**config.mk**
```make
export PLATFORM = sky130hd
export DESIGN_NAME = edge_tick_bank_flat
export DESIGN_NICKNAME = d
export VERILOG_FILES = /design/src/rtl/edge_tick_bank_if.sv /design/src/rtl/edge_tick_bank.sv /design/src/flat_wrapper.sv
export SDC_FILE = /design/constraint.sdc
export NUM_CORES = 1
export LEC_CHECK = 0
export CAP_MARGIN = 40
export CORE_MARGIN = 2
export CORE_UTILIZATION = 44
export DETAILED_ROUTE_END_ITERATION = 16
export HOLD_SLACK_MARGIN = 0.08
export PLACE_DENSITY_LB_ADDON = 0.08
export SYNTH_ARGS = -nofsm -noshare
export SYNTH_HDL_FRONTEND = slang
export SYNTH_SLANG_ARGS = --single-unit
```
**constraint.sdc**
```tcl
create_clock -name clk_i -period 3.4 [get_ports clk_i]
set_clock_uncertainty 0.1 [all_clocks]
set_input_delay 0.68 -clock clk_i [delete_from_list [all_inputs] [get_ports clk_i]]
set_output_delay 0.68 -clock clk_i [all_outputs]
set_load 0.01 [all_outputs]
```
**src/rtl/edge_tick_bank_if.sv**
```systemverilog
// Level inputs, mode/clear controls and tick/count outputs of edge_tick_bank.
// The slave side is the bank; the master side is whatever drives the pins.
interface edge_tick_bank_if #(
    parameter int N  = 4,
    parameter int CW = 8
);
    logic [N-1:0]  level;
    logic [1:0]    mode;
    logic          cnt_clr;
    logic [N-1:0]  tick_mealy;
    logic [N-1:0]  tick_moore;
    logic [N-1:0]  filt;
    logic [CW-1:0] edge_cnt;

    modport master (
        output level, mode, cnt_clr,
        input  tick_mealy, tick_moore, filt, edge_cnt
    );

    modport slave (
        input  level, mode, cnt_clr,
        output tick_mealy, tick_moore, filt, edge_cnt
    );
endinterface

```
**src/rtl/edge_tick_bank.sv**
```systemverilog
// N-channel debounced edge detector with per-channel Mealy/Moore ticks and a
// saturating count of qualified edges across all channels.
module edge_tick_bank #(
    parameter int N      = 4,
    parameter int STABLE = 3,
    parameter int CW     = 8
) (
    input  logic            clk_i,
    input  logic            reset_i,
    edge_tick_bank_if.slave bus
);
    // state    | meaning
    // LOW      | debounced level 0, no tick
    // HIGH     | debounced level 1, no tick
    // TICK_HI  | qualified edge into level 1 last cycle, tick_moore high
    // TICK_LO  | qualified edge into level 0 last cycle, tick_moore high
    typedef enum logic [1:0] {LOW, HIGH, TICK_HI, TICK_LO} state_e;

    localparam int CNTW = (STABLE > 1) ? $clog2(STABLE) : 1;
    localparam int PW   = $clog2(N + 1);
    localparam logic [CNTW-1:0] C_LIM = CNTW'(STABLE - 1);

    logic [N-1:0]     f_q, f_d;
    logic [N-1:0]     qual;
    logic [N-1:0]     moore;
    logic [CNTW-1:0]  c_q [N];
    logic [CNTW-1:0]  c_d [N];
    state_e           s_q [N];
    state_e           s_d [N];
    logic [CW-1:0]    edge_cnt_q, edge_cnt_d;
    logic [PW-1:0]    pop;
    logic [CW+PW-1:0] sum;

    // A change is accepted on the STABLE-th consecutive differing sample;
    // mode only gates qualification, so debouncing continues when disabled.
    always_comb begin
        f_d  = f_q;
        qual = '0;
        for (int i = 0; i < N; i++) begin
            c_d[i] = '0;
            if (bus.level[i] != f_q[i]) begin
                if (c_q[i] == C_LIM) begin
                    f_d[i] = bus.level[i];
                    case (bus.mode)
                        2'b00:   qual[i] = bus.level[i];
                        2'b01:   qual[i] = !bus.level[i];
                        2'b10:   qual[i] = 1'b1;
                        default: qual[i] = 1'b0;
                    endcase
                end else begin
                    c_d[i] = c_q[i] + 1'b1;
                end
            end
        end
    end

    always_ff @(posedge clk_i) begin
        if (reset_i) begin
            f_q <= '0;
            for (int i = 0; i < N; i++) c_q[i] <= '0;
        end else begin
            f_q <= f_d;
            for (int i = 0; i < N; i++) c_q[i] <= c_d[i];
        end
    end

    always_ff @(posedge clk_i) begin
        for (int i = 0; i < N; i++) begin
            if (reset_i) s_q[i] <= LOW;
            else         s_q[i] <= s_d[i];
        end
    end

    always_comb begin
        for (int i = 0; i < N; i++) begin
            if (f_d[i]) s_d[i] = qual[i] ? TICK_HI : HIGH;
            else        s_d[i] = qual[i] ? TICK_LO : LOW;
        end
    end

    always_comb begin
        moore = '0;
        for (int i = 0; i < N; i++) begin
            moore[i] = (s_q[i] == TICK_HI) || (s_q[i] == TICK_LO);
        end
    end

    // Sum in a widened adder so any carry past CW bits clamps to all-ones.
    always_comb begin
        pop = '0;
        for (int i = 0; i < N; i++) pop = pop + PW'(qual[i]);
        sum = {{PW{1'b0}}, edge_cnt_q} + {{CW{1'b0}}, pop};
        if (bus.cnt_clr)         edge_cnt_d = '0;
        else if (|sum[CW+PW-1:CW]) edge_cnt_d = '1;
        else                     edge_cnt_d = sum[CW-1:0];
    end

    always_ff @(posedge clk_i) begin
        if (reset_i) edge_cnt_q <= '0;
        else         edge_cnt_q <= edge_cnt_d;
    end

    assign bus.tick_mealy = qual & {N{!reset_i}};
    assign bus.tick_moore = moore;
    assign bus.filt       = f_q;
    assign bus.edge_cnt   = edge_cnt_q;
endmodule

```
**src/flat_wrapper.sv**
```systemverilog
// flat-port wrapper written by rule: the top's interface ports become plain ports
module edge_tick_bank_flat 
#(
    parameter int N      = 4,
    parameter int STABLE = 3,
    parameter int CW     = 8
)
  (clk_i, reset_i, bus_level, bus_mode, bus_cnt_clr, bus_tick_mealy, bus_tick_moore, bus_filt, bus_edge_cnt);
  edge_tick_bank_if #(.N(N), .CW(CW)) bus_i ();
  input  logic clk_i;
  input  logic reset_i;
  input wire logic [$bits(bus_i.level)-1:0] bus_level;
  input wire logic [$bits(bus_i.mode)-1:0] bus_mode;
  input wire logic [$bits(bus_i.cnt_clr)-1:0] bus_cnt_clr;
  output wire logic [$bits(bus_i.tick_mealy)-1:0] bus_tick_mealy;
  output wire logic [$bits(bus_i.tick_moore)-1:0] bus_tick_moore;
  output wire logic [$bits(bus_i.filt)-1:0] bus_filt;
  output wire logic [$bits(bus_i.edge_cnt)-1:0] bus_edge_cnt;
  assign bus_i.level = bus_level;
  assign bus_i.mode = bus_mode;
  assign bus_i.cnt_clr = bus_cnt_clr;
  assign bus_tick_mealy = bus_i.tick_mealy;
  assign bus_tick_moore = bus_i.tick_moore;
  assign bus_filt = bus_i.filt;
  assign bus_edge_cnt = bus_i.edge_cnt;
  edge_tick_bank #(.N(N), .STABLE(STABLE), .CW(CW)) u_core (.clk_i(clk_i), .reset_i(reset_i), .bus(bus_i));
endmodule
```
# Word-level counts from Yosys, hierarchy flattened
# Memories as Yosys holds them, arrays and structs flattened.
# Cells that the tools add are included.
# op_classes
n_bitwise,9
muxes,52
reduce_logical,12
n_addsub,8
n_eq_ne,18
# op_table
operator,count
$mux 2,28
$eq 2x2->1 const B,13
$mux 1,19
$pmux 1 s3,4
$add 8x3->9,1
$add 2x1->2 const B,4
$mux 8,1
$or 1x1->1,8
$add 3x1->3,2
$logic_not 1->1,5
$and 4x4->4,1
$logic_or 1x1->1,4
$ne 1x1->1,4
$reduce_or 3->1,1
$add 1x1->2,1
$eq 2x1->1 const B,1
$logic_not 2->1,1
$reduce_or 2->1,1
# word_totals
ff_bits,12
mem_count,2
mem_bits_rw,16
# mem_list
name,words,width,read_ports,rd_clocked_by_memory_dff,write_ports,line,source
u_core.c_q,4,2,4,0,4,edge_tick_bank.sv:26,logic [CNTW-1:0] c_q [N];
u_core.s_q,4,2,4,0,4,edge_tick_bank.sv:28,state_e s_q [N];

# Depth between registers and ports, before layout
# Gate-level depths: netlist of run 1.
# depth
word_depth,10
mapped_depth,13
mapped_depth_nobuf,12

# Worst setup path before layout of run 1
# No wires, ideal clock.
# synth_timing
path_type,input port to flip-flop
from,input bus_mode[1]
to,"register u_core.edge_cnt_q[6], in the netlist u_core.bus.edge_cnt[6]"
setup_slack_ns,-0.059
path_stages,13
setup_time_ns,0.128
n_path_buf,1
t_arrival_ns,3.231
path_cell_list,buf_2 > nand2b_4 > nor3_1 > o21a_1 > ha_1 > fa_1 > ha_1 > inv_1 > fa_1 > nor2b_4 > or2_4 > nor4bb_1 > nor3_1
# synth_via
elab_chain_len,10
# synth_rtl
item,line,source
start: declaration,flat_wrapper.sv:13,input wire logic [$bits(bus_i.mode)-1:0] bus_mode;
"$eq 2x2->1, or another cell as far along",edge_tick_bank.sv:44,case (bus.mode)
$pmux 1 s3 (*),edge_tick_bank.sv:44,
$mux 1 (*),edge_tick_bank.sv:42,if (c_q[i] == C_LIM) begin
$mux 1 (*),edge_tick_bank.sv:41,if (bus.level[i] != f_q[i]) begin
named net u_core.qual[1],edge_tick_bank.sv:24,logic [N-1:0] qual;
$add 1x1->2 (*),edge_tick_bank.sv:91,for (int i = 0; i < N; i++) pop = pop + PW'(qual[i]);
$add 3x1->3 (*) (2 in a row),edge_tick_bank.sv:91,
$add 8x3->9 (*),edge_tick_bank.sv:92,"sum = {{PW{1'b0}}, edge_cnt_q} + {{CW{1'b0}}, pop};"
$reduce_or 3->1,edge_tick_bank.sv:94,else if (|sum[CW+PW-1:CW]) edge_cnt_d = '1;
$mux 8 (*),edge_tick_bank.sv:94,
end signal: assignment,edge_tick_bank.sv:100,else edge_cnt_q <= edge_cnt_d;
end: declaration,edge_tick_bank.sv:30,"logic [CW-1:0] edge_cnt_q, edge_cnt_d;"
# Mark *: on every way through the listed nets, which the timed path passes. The rest lies on a longest branch.
# A chain may end at the register's enable or synchronous reset.

# Worst setup path after layout of run 1
# Same ends and word-level chain as after synthesis.

==> out/results.ini, run 1 <==
[sta]
fin_crit_ns=3.293
finalCritPeriodShare_pct=96.86
worstMarginPinSlew_ns=0.4619
slew_headroom_pct=69.11
final-hold-violation-count=0
setup_viol=0
rsz0062_at_grt=no
finalSetupTns_ns=0
max_freq_ghz=0.3036
drv_slew=0

[die]
core_sq_um=2734
rows=19
start_util_pct=45.95
io_pins=29
die_w_um=57.43
die-area_sq_um=3298
die_h_um=57.43

[worst_setup_path]
critPathMostFrequentCell=ha_1
crit_arrival_ns=3.44
reg2reg_to=u_core.bus.edge_cnt[6]
path_class=in2reg
critPathMaxStageDelay_ns=0.39
critPathRequiredTime_ns=3.55
slowest_stage=fa_1
critPathLaunchType=input port
worstRegToRegCells=13
endpoint_kind=register
ff2ff_setup_slack_ns=0.33
r2r_start=u_core.bus.filt[1]
critPathMaxFanout=4
cp_cell_sequence=dlygate4sd2_1, nand2b_4, nor3_2, o21a_1, ha_1, fa_1, ha_1, inv_1, fa_2, nor2b_4, or2_4, buf_4, a41oi_1, nor3_1

[global_route]
use_met1_pct=19.66
antenna_found_initial=0
use_met2_pct=32.79
grt_pass1_vias=1066
grt_remaining_overflow=0
grt_busiest_layer=met2
track_usage_pct=17.48
grt_start_max_net_pins=14
grt_pass1_wl_mm=4.533
grt_use_met3_pct=2.268

[status]
outcome=finished clean

[final_layout]
antenna_cells=0
final_cell_mix=clkdlybuf4s50_1, dfxtp_1, a21oi_1
nets=205
final_core_util_pct=62.06
drive_gt1_share_pct=14.67
area_delta_synth_final_pct=35.06

[clocking]
cts.path.max_buffers=2
htreeDepth=1
cts_inserted_buffers=3
root_buffer=clkbuf_4
cts_tree=yes
worstSkewPairLatency_ns=0.31
cts.clk_slew.worst_paths_ns=0.13
clock_sinks=24

[logic_synthesis]
synth_seq_cells=24
yosysSeqAreaShare_pct=38.25
avgSynthCellArea_sq_um=8.663
yosysWarnings=0
synth_fp_nets=165
syn-cell-area_sq_um=1256
syn_inst=145
synth_ff_type=dfxtp_1
synth_edf_count=0
synth_cell_types=29
async_flop_share_pct=0

[power_and_ir_drop]
power.density_nw_per_um2=296.2
p_leak_nw=0.6500
ir_drop_mv=0.2419

[routing]
avgRoutedWirePerCell_um=12.04
wl_mm=2.589
vias_per_cell=5.023
postRouteAntennaNets=0
route.detailed.drc=0
dr.pass1.iters=4
num_vias=1080
drt_iter0_markers=38

[min_path]
min-delay-path-class=reg2reg
hold_end=u_core.c_q[1][0]
min_from=u_core.c_q[1][0]
hold_depth=1

[placement]
hpwl_mm=2.073
port-buffer-count=28
gp_congestion=0.8230

[run]
drv_cap=0

==> cell families after synthesis <==
family | count (synthesis) | synth area share, %
flip-flops | 24 | 38.25
AND/OR/NAND/NOR | 57 | 26.89
buffers and inverters | 21 | 6.573
adder cells (fa/ha/maj) | 11 | 12.15
AO/OA/AOI/OAI | 25 | 11.26
XOR/XNOR | 7 | 4.881
==> synth_stat cells, drive strengths merged, types with 5 or more instances <==
master,n,area share [%]
nor3,7,2.8
nand2b,9,5.1
ha,9,9.0
a21oi,19,7.6
nor2b,9,5.1
xnor2,6,4.2
clkbuf,5,1.5
inv,12,3.6
nor2,9,2.7
nand2,7,2.1
dfxtp,24,38
==> repair_timing <==
item                       CTS  global route
pin swaps                    2             1
resized for setup            5             0
setup buffers                0             0
setup endpoints to repair    9             1
hold buffers                 0             0
==> metal layers <==
layer / vias to the layer above / routed length (um) / part of all wire [%]
li1: 560 / - / -
met1: 504 / 1117 / 43
met2: 14 / 1374 / 53
met3: 2 / 79 / 3.1
met4: 0 / 17 / 0.66
met5: - / 0 / 0
==> how the worst max path moves through the flow <==
stage	cells after the start	end	from	slack (ns)
2_1_floorplan	13	u_core.bus.edge_cnt[6]	bus_mode[1]	0.02
3_3_place_gp	13	u_core.bus.edge_cnt[6]	bus_mode[0]	-0.46
3_5_place_dp	13	u_core.bus.edge_cnt[6]	bus_mode[0]	-0.58
4_1_cts	14	u_core.bus.edge_cnt[6]	bus_level[1]	0.13
5_1_grt	14	u_core.bus.edge_cnt[6]	bus_mode[0]	0.004
6_report	14	u_core.bus.edge_cnt[6]	bus_mode[1]	0.11
==> through the flow <==
stage	cells	power (mW)	hold slack (ns)	instance area, sq um	worst slack [ns]
final	215	0.5025	0.3206	1697	0.1066
after floorplan	145	0.3320	0.2912	1259	0.01939
after CTS	215	0.5122	0.3241	1697	0.1262
after detailed placement	211	0.3617	0.3052	1660	-0.5827
after global routing	215	0.5296	0.3360	1697	0.003826
after global placement	211	0.3589	0.2982	1660	-0.4628
==> layout make-up <==
| type | count | area, sq um |
|---|---|---|
| clock buffers | 4 | 36.28 |
| well taps | 31 | 38.79 |
| repair buffers | 44 | 395.4 |
| flip-flops and latches | 24 | 480.5 |
| multi-input cells | 100 | 700.7 |
| inverters | 12 | 45.04 |
| fillers | 246 | 1037 |
==> where the power goes <==
group | switching [mW] | internal [mW]
sequential | 0.00469 | 0.289
combinational | 0.0272 | 0.0320
clock | 0.0839 | 0.0654
total | 0.116 | 0.387
==> sequential cells by signal (all words and copies together) (netlist names) <==
signal and cells:
u_core.c_q 8, u_core.bus.edge_cnt 8, u_core.s_q 4, u_core.bus.filt 4
==> critical path: cells and delay by family <==
family | cells | cell delay [ns]
AOI/OAI and AO/OA | 2 | 0.32
adders and majority gates | 4 | 1.40
buffers and inverters | 3 | 0.44
and+or+nand+nor | 5 | 0.59
Power figures use the tool's default switching activity.
==> run 2, diff against run 1 <==
- CORE_MARGIN: 2 -> 1
- SETUP_SLACK_MARGIN: not set -> 0.2
==> out/results.ini, run 2 (synthesis gave the netlist of run 1 again) <==
[status]
outcome=finished clean

[routing]
dr.pass1.iters=4  ; unchanged
num_vias=1086  ; +0.56%
postRouteAntennaNets=0  ; unchanged
avgRoutedWirePerCell_um=11.61  ; -3.6%
drt_iter0_markers=23  ; -39%
wl_mm=2.497  ; -3.6%
route.detailed.drc=0  ; unchanged
vias_per_cell=5.051  ; +0.56%

[power_and_ir_drop]
p_sw_uw=118.5  ; +2.4%
ir_drop_mv=0.2285  ; -5.5%
p_comb_share_pct=12.7  ; +0.9 points
power.density_nw_per_um2=275.1  ; -7.1%
p_leak_nw=0.6554  ; +0.82%
clkPwrFrac_pct=26.3  ; -3.4 points
internal_power_uw=364.4  ; -5.8%
seq_power_share_pct=61.0  ; +2.5 points
swShare_pct=24.54  ; +1.5 points

[final_layout]
layout_commonest_cell=dfxtp_1
antenna_cells=0  ; unchanged
area_delta_synth_final_pct=39.74
fillers=221  ; -10%
final_cell_area_sq_um=1755  ; +3.5%
drive_gt1_share_pct=22.28  ; +7.6 points
nets=206  ; +0.49%
final_cell_mix=dfxtp_1, clkdlybuf4s50_1, buf_4

[sta]
finalCritPeriodShare_pct=92.31  ; -4.6 points
final-hold-violation-count=0  ; unchanged
setup_viol=0  ; unchanged
max_freq_ghz=0.3186  ; +4.9%
finalSetupTns_ns=0  ; unchanged
fin_crit_ns=3.139  ; -0.1547 ns
worstMarginPinSlew_ns=0.4945  ; +0.03260 ns
drv_slew=0  ; unchanged
rsz0062_at_grt=yes
slew_headroom_pct=66.93  ; -2.2 points

[clocking]
hold_buffers=0  ; unchanged
clock_sinks=24  ; unchanged
cts_tree=yes
cts.clk_slew.worst_paths_ns=0.13  ; about the same
worstSkewPairLatency_ns=0.31  ; about the same
cts.path.max_buffers=2  ; unchanged
root_buffer=clkbuf_4
cts_inserted_buffers=3  ; unchanged
htreeDepth=1  ; unchanged

[worst_setup_path]
critPathMaxFanout=4  ; unchanged
slowest_stage=clkdlybuf4s50_1
path_class=in2reg
ff2ff_setup_slack_ns=0.41  ; +0.08 ns
critPathRequiredTime_ns=3.52  ; -0.03 ns
critPathMostFrequentCell=fa_2
crit_arrival_ns=3.26  ; -0.18 ns
critPathMaxStageDelay_ns=0.52  ; +0.13 ns
cp_cell_sequence=clkdlybuf4s50_1, nand3b_1, a21oi_1, o21a_1, fa_2, ha_4, inv_1, fa_2, nor2b_4, or2_4, nor4bb_4, nor3_1
critPathLaunchType=input port
endpoint_kind=register

[placement]
gp_congestion=0.7660  ; -6.9%
place_area_sq_um=1673  ; +0.75%
hpwl_mm=1.912  ; -7.8%
port-buffer-count=28  ; unchanged

[die]
core_sq_um=2734  ; unchanged
die-area_sq_um=3072  ; -6.8%
die_w_um=55.43  ; -3.5%
io_pins=29  ; unchanged
start_util_pct=45.95  ; unchanged
die_h_um=55.43  ; -3.5%
rows=19  ; unchanged

[min_path]
min-delay-path-class=reg2reg

[global_route]
track_usage_pct=17.06  ; -0.43 points
grt_pass1_wl_mm=4.202  ; -7.3%
antenna_found_initial=0  ; unchanged
grt_start_max_net_pins=16  ; +2
grt_pass1_vias=993  ; -6.8%
grt_remaining_overflow=0  ; unchanged

[run]
drv_cap=0  ; unchanged

run 2: timing repair:
item,4_1_cts,5_1_grt
gates resized for setup,6,18
endpoints found under the setup margin,11,9
pin swaps,0,7
setup buffers,0,1
gates cloned,0,0
run 2: layout make-up:
type                       instances  area [sq um]  area share (%)
clock buffer                       3         22.52           1.283
sequential                        24         480.5           27.37
tap                               31         38.79           2.210
multi-input combinational        100         779.5           44.40
timing repair buffer              45         389.1           22.17
inverter                          12         45.04           2.566
run 2: final timing paths:
kind / start / endpoint / cells past startpoint
worst max register to register: u_core.bus.filt[0] / u_core.bus.edge_cnt[6] / 12
worst min-delay path: u_core.c_q[3][0] / u_core.c_q[3][0] / 1
worst max-delay path: bus_level[2] / u_core.bus.edge_cnt[6] / 12
worst min register to register: u_core.c_q[3][0] / u_core.c_q[3][0] / 1
run 2: routing by layer:
| layer | wire length (um) | track usage, % | share of wire, % | vias to the layer above |
|---|---|---|---|---|
| met5 | 0 | 0 | 0 | - |
| met4 | 42 | 8.214 | 1.7 | 0 |
| met3 | 94 | 2.576 | 3.8 | 5 |
| met2 | 1210 | 28.74 | 48 | 22 |
| met1 | 1150 | 21.25 | 46 | 504 |
| li1 | - | - | - | 555 |
run 2: through the flow:
stage | power [mW] | util, % | hold WS [ns] | std cells | setup WS (ns)
after floorplan | 0.3339 | - | 0.2912 | 145 | 0.1900
after global placement | 0.3606 | 61.19 | 0.2979 | 211 | -0.3290
after detailed placement | 0.3633 | 61.19 | 0.3030 | 211 | -0.3753
after CTS | 0.4873 | 61.92 | 0.3220 | 214 | 0.2053
after global routing | 0.5021 | 64.21 | 0.3484 | 215 | 0.1532
final | 0.4829 | 64.21 | 0.3209 | 215 | 0.2613
run 2: power groups by stage:
stage               registers [mW]  logic, mW  clock network [mW]
floorplan                    0.300     0.0337                   0
global placement             0.300     0.0605                   0
detailed placement           0.301     0.0625                   0
CTS                          0.295     0.0613               0.131
global route                 0.296     0.0699               0.137
finish                       0.294     0.0615               0.127
run 2: worst max-delay path: cells and delay by family:
kind,cells,cell delay [ns]
AOI/OAI and AO/OA,2,0.27
and+or+nand+nor,5,0.68
adders and majority gates,3,1.04
buffers and inverters,2,0.57
==> run 3, diff against run 2 <==
- REMOVE_ABC_BUFFERS: not set -> 1
==> out/results.ini, run 3 (synthesis gave the netlist of run 1 again) <==
[status]
outcome=finished clean

[power_and_ir_drop]
swShare_pct=23.15  ; -1.4 points
power.density_nw_per_um2=267.3  ; -2.8%
ir_drop_mv=0.2221  ; -2.8%
clkPwrFrac_pct=24.8  ; -1.5 points
internal_power_uw=362.7  ; -0.46%
p_leak_nw=0.6535  ; -0.29%
seq_power_share_pct=62.3  ; +1.3 points
p_sw_uw=109.3  ; -7.8%
p_comb_share_pct=12.9  ; +0.2 points

[final_layout]
seqCellArea_sq_um=480.5  ; unchanged
layout_commonest_cell=dfxtp_1
fillers=252  ; +14%
final_core_util_pct=64.58  ; +0.37 points
area_delta_synth_final_pct=40.54
multi_input_area_sq_um=783.3  ; +0.48%
final_cell_mix=dfxtp_1, clkdlybuf4s50_1, buf_4
nets=207  ; +0.49%
final_cell_area_sq_um=1765  ; +0.57%
antenna_cells=0  ; unchanged
drive_gt1_share_pct=23.24  ; +0.96 points

[clocking]
clock_sinks=24  ; unchanged
hold_buffers=0  ; unchanged
root_buffer=clkbuf_4
worstSkewPairLatency_ns=0.30  ; about the same
cts.clk_slew.worst_paths_ns=0.12  ; about the same
cts.path.max_buffers=2  ; unchanged
htreeDepth=1  ; unchanged
cts_tree=yes
cts_inserted_buffers=3  ; unchanged

[placement]
gp_congestion=0.8090  ; +5.6%
port-buffer-count=28  ; unchanged
dpl_worst_slack_ns=-0.6323  ; -0.2570 ns
place_area_sq_um=1643  ; -1.8%
hpwl_mm=1.943  ; +1.6%

[routing]
postRouteAntennaNets=0  ; unchanged
drt_iter0_markers=21  ; -8.7%
dr.pass1.iters=4  ; unchanged
avgRoutedWirePerCell_um=11.76  ; +1.3%
route.detailed.drc=0  ; unchanged
wl_mm=2.540  ; +1.7%
num_vias=1083  ; -0.28%
vias_per_cell=5.014  ; -0.74%

[run]
drv_cap=0  ; unchanged

[die]
io_pins=29  ; unchanged
start_util_pct=45.95  ; unchanged
core_sq_um=2734  ; unchanged
die_h_um=55.43  ; unchanged
die_w_um=55.43  ; unchanged
rows=19  ; unchanged
die-area_sq_um=3072  ; unchanged

[worst_setup_path]
critPathLaunchType=input port
endpoint_kind=register
path_class=in2reg
crit_arrival_ns=3.15  ; -0.11 ns
critPathRequiredTime_ns=3.49  ; -0.03 ns
critPathMaxFanout=4  ; unchanged
worstRegToRegCells=12  ; unchanged
cp-startpoint=bus_level[1]
r2r_start=u_core.bus.filt[1]

[global_route]
track_usage_pct=17.79  ; +0.73 points
antenna_found_initial=0  ; unchanged
grt_pass1_wl_mm=4.436  ; +5.6%
use_met1_pct=23.29  ; +2.0 points
grt_busiest_layer=met2
use_met2_pct=30.12  ; +1.4 points
grt_start_max_net_pins=15  ; -1
grt_use_met3_pct=2.810  ; +0.23 points
grt_remaining_overflow=0  ; unchanged
grt_pass1_vias=1028  ; +3.5%

[sta]
worstMarginPinSlew_ns=0.5083  ; +0.01381 ns
final-hold-violation-count=0  ; unchanged
drv_slew=0  ; unchanged
rsz0062_at_grt=no
whs_ns=0.3187  ; -0.002162 ns
slew_headroom_pct=66.01  ; -0.92 points
fin_crit_ns=3.059  ; -0.07928 ns
fin_ws_ns=0.3406  ; +0.07928 ns
max_freq_ghz=0.3269  ; +2.6%
finalCritPeriodShare_pct=89.98  ; -2.3 points
setup_viol=0  ; unchanged

[min_path]
min-delay-path-class=reg2reg
hold_depth=1  ; unchanged
min_from=u_core.c_q[3][0]

==> run 3: cell types whose count changed in the layout (fill, tap and decap cells not counted), sizes merged <==
| cell | before | now |
|---|---|---|
| buf | 17 | 20 |
| clkbuf | 7 | 5 |
| clkdlybuf4s50 | 22 | 21 |
| dlygate4sd2 | 1 | 2 |
==> run 3: timing repair <==
action / CTS / global route
pin swaps: 10 / 11
buffers inserted: 3 / 1
cloned: 0 / 0
resized for setup: 18 / 15
endpoints found under the setup margin: 10 / 8
==> run 3: layout make-up <==
cell class                 count  share of cell area, %
clock buffer                   3                  1.276
inverter                      12                  2.551
multi-input combinational    100                  44.37
sequential                    24                  27.21
tap                           31                  2.197
timing repair buffer          46                  22.40
==> run 3: metal layers <==
metal / vias to the layer above / part of all wire, %
li1: 560 / -
met1: 504 / 48
met2: 17 / 48
met3: 2 / 3.2
met4: 0 / 0.59
met5: - / 0
==> run 3: path summary, 6_finish.rpt <==
check / end / slack, ns
worst max-delay path: u_core.bus.edge_cnt[6] / 0.34
worst min register to register: u_core.c_q[3][0] / 0.32
worst max register to register: u_core.bus.edge_cnt[6] / 0.44
worst min-delay path: u_core.c_q[3][0] / 0.32
==> run 3: stage by stage <==
step	std cells	TNS [ns]	total power, mW
after global placement	209	-3.300	0.3588
final	216	0	0.4720
after floorplan	136	0	0.3269
after CTS	215	0	0.4775
after detailed placement	209	-3.872	0.3609
after global routing	216	0	0.5026
==> run 3: power groups by stage <==
stage | registers (mW) | logic, mW | clock network, mW
finish | 0.294 | 0.0609 | 0.117
global route | 0.296 | 0.0691 | 0.138
CTS | 0.294 | 0.0609 | 0.123
detailed placement | 0.300 | 0.0605 | 0
global placement | 0.300 | 0.0588 | 0
floorplan | 0.300 | 0.0265 | 0
==> run 3: worst max-delay path: stages <==
cell and delay, ns:
buf_2 0.12, nand3b_1 0.15, a21oi_1 0.13, o21a_1 0.21, ha_4 0.23, fa_2 0.55, ha_4 0.14, inv_1 0.05
fa_2 0.36, nor2b_4 0.12, or2_4 0.15, nor4bb_4 0.19, nor3_1 0.07
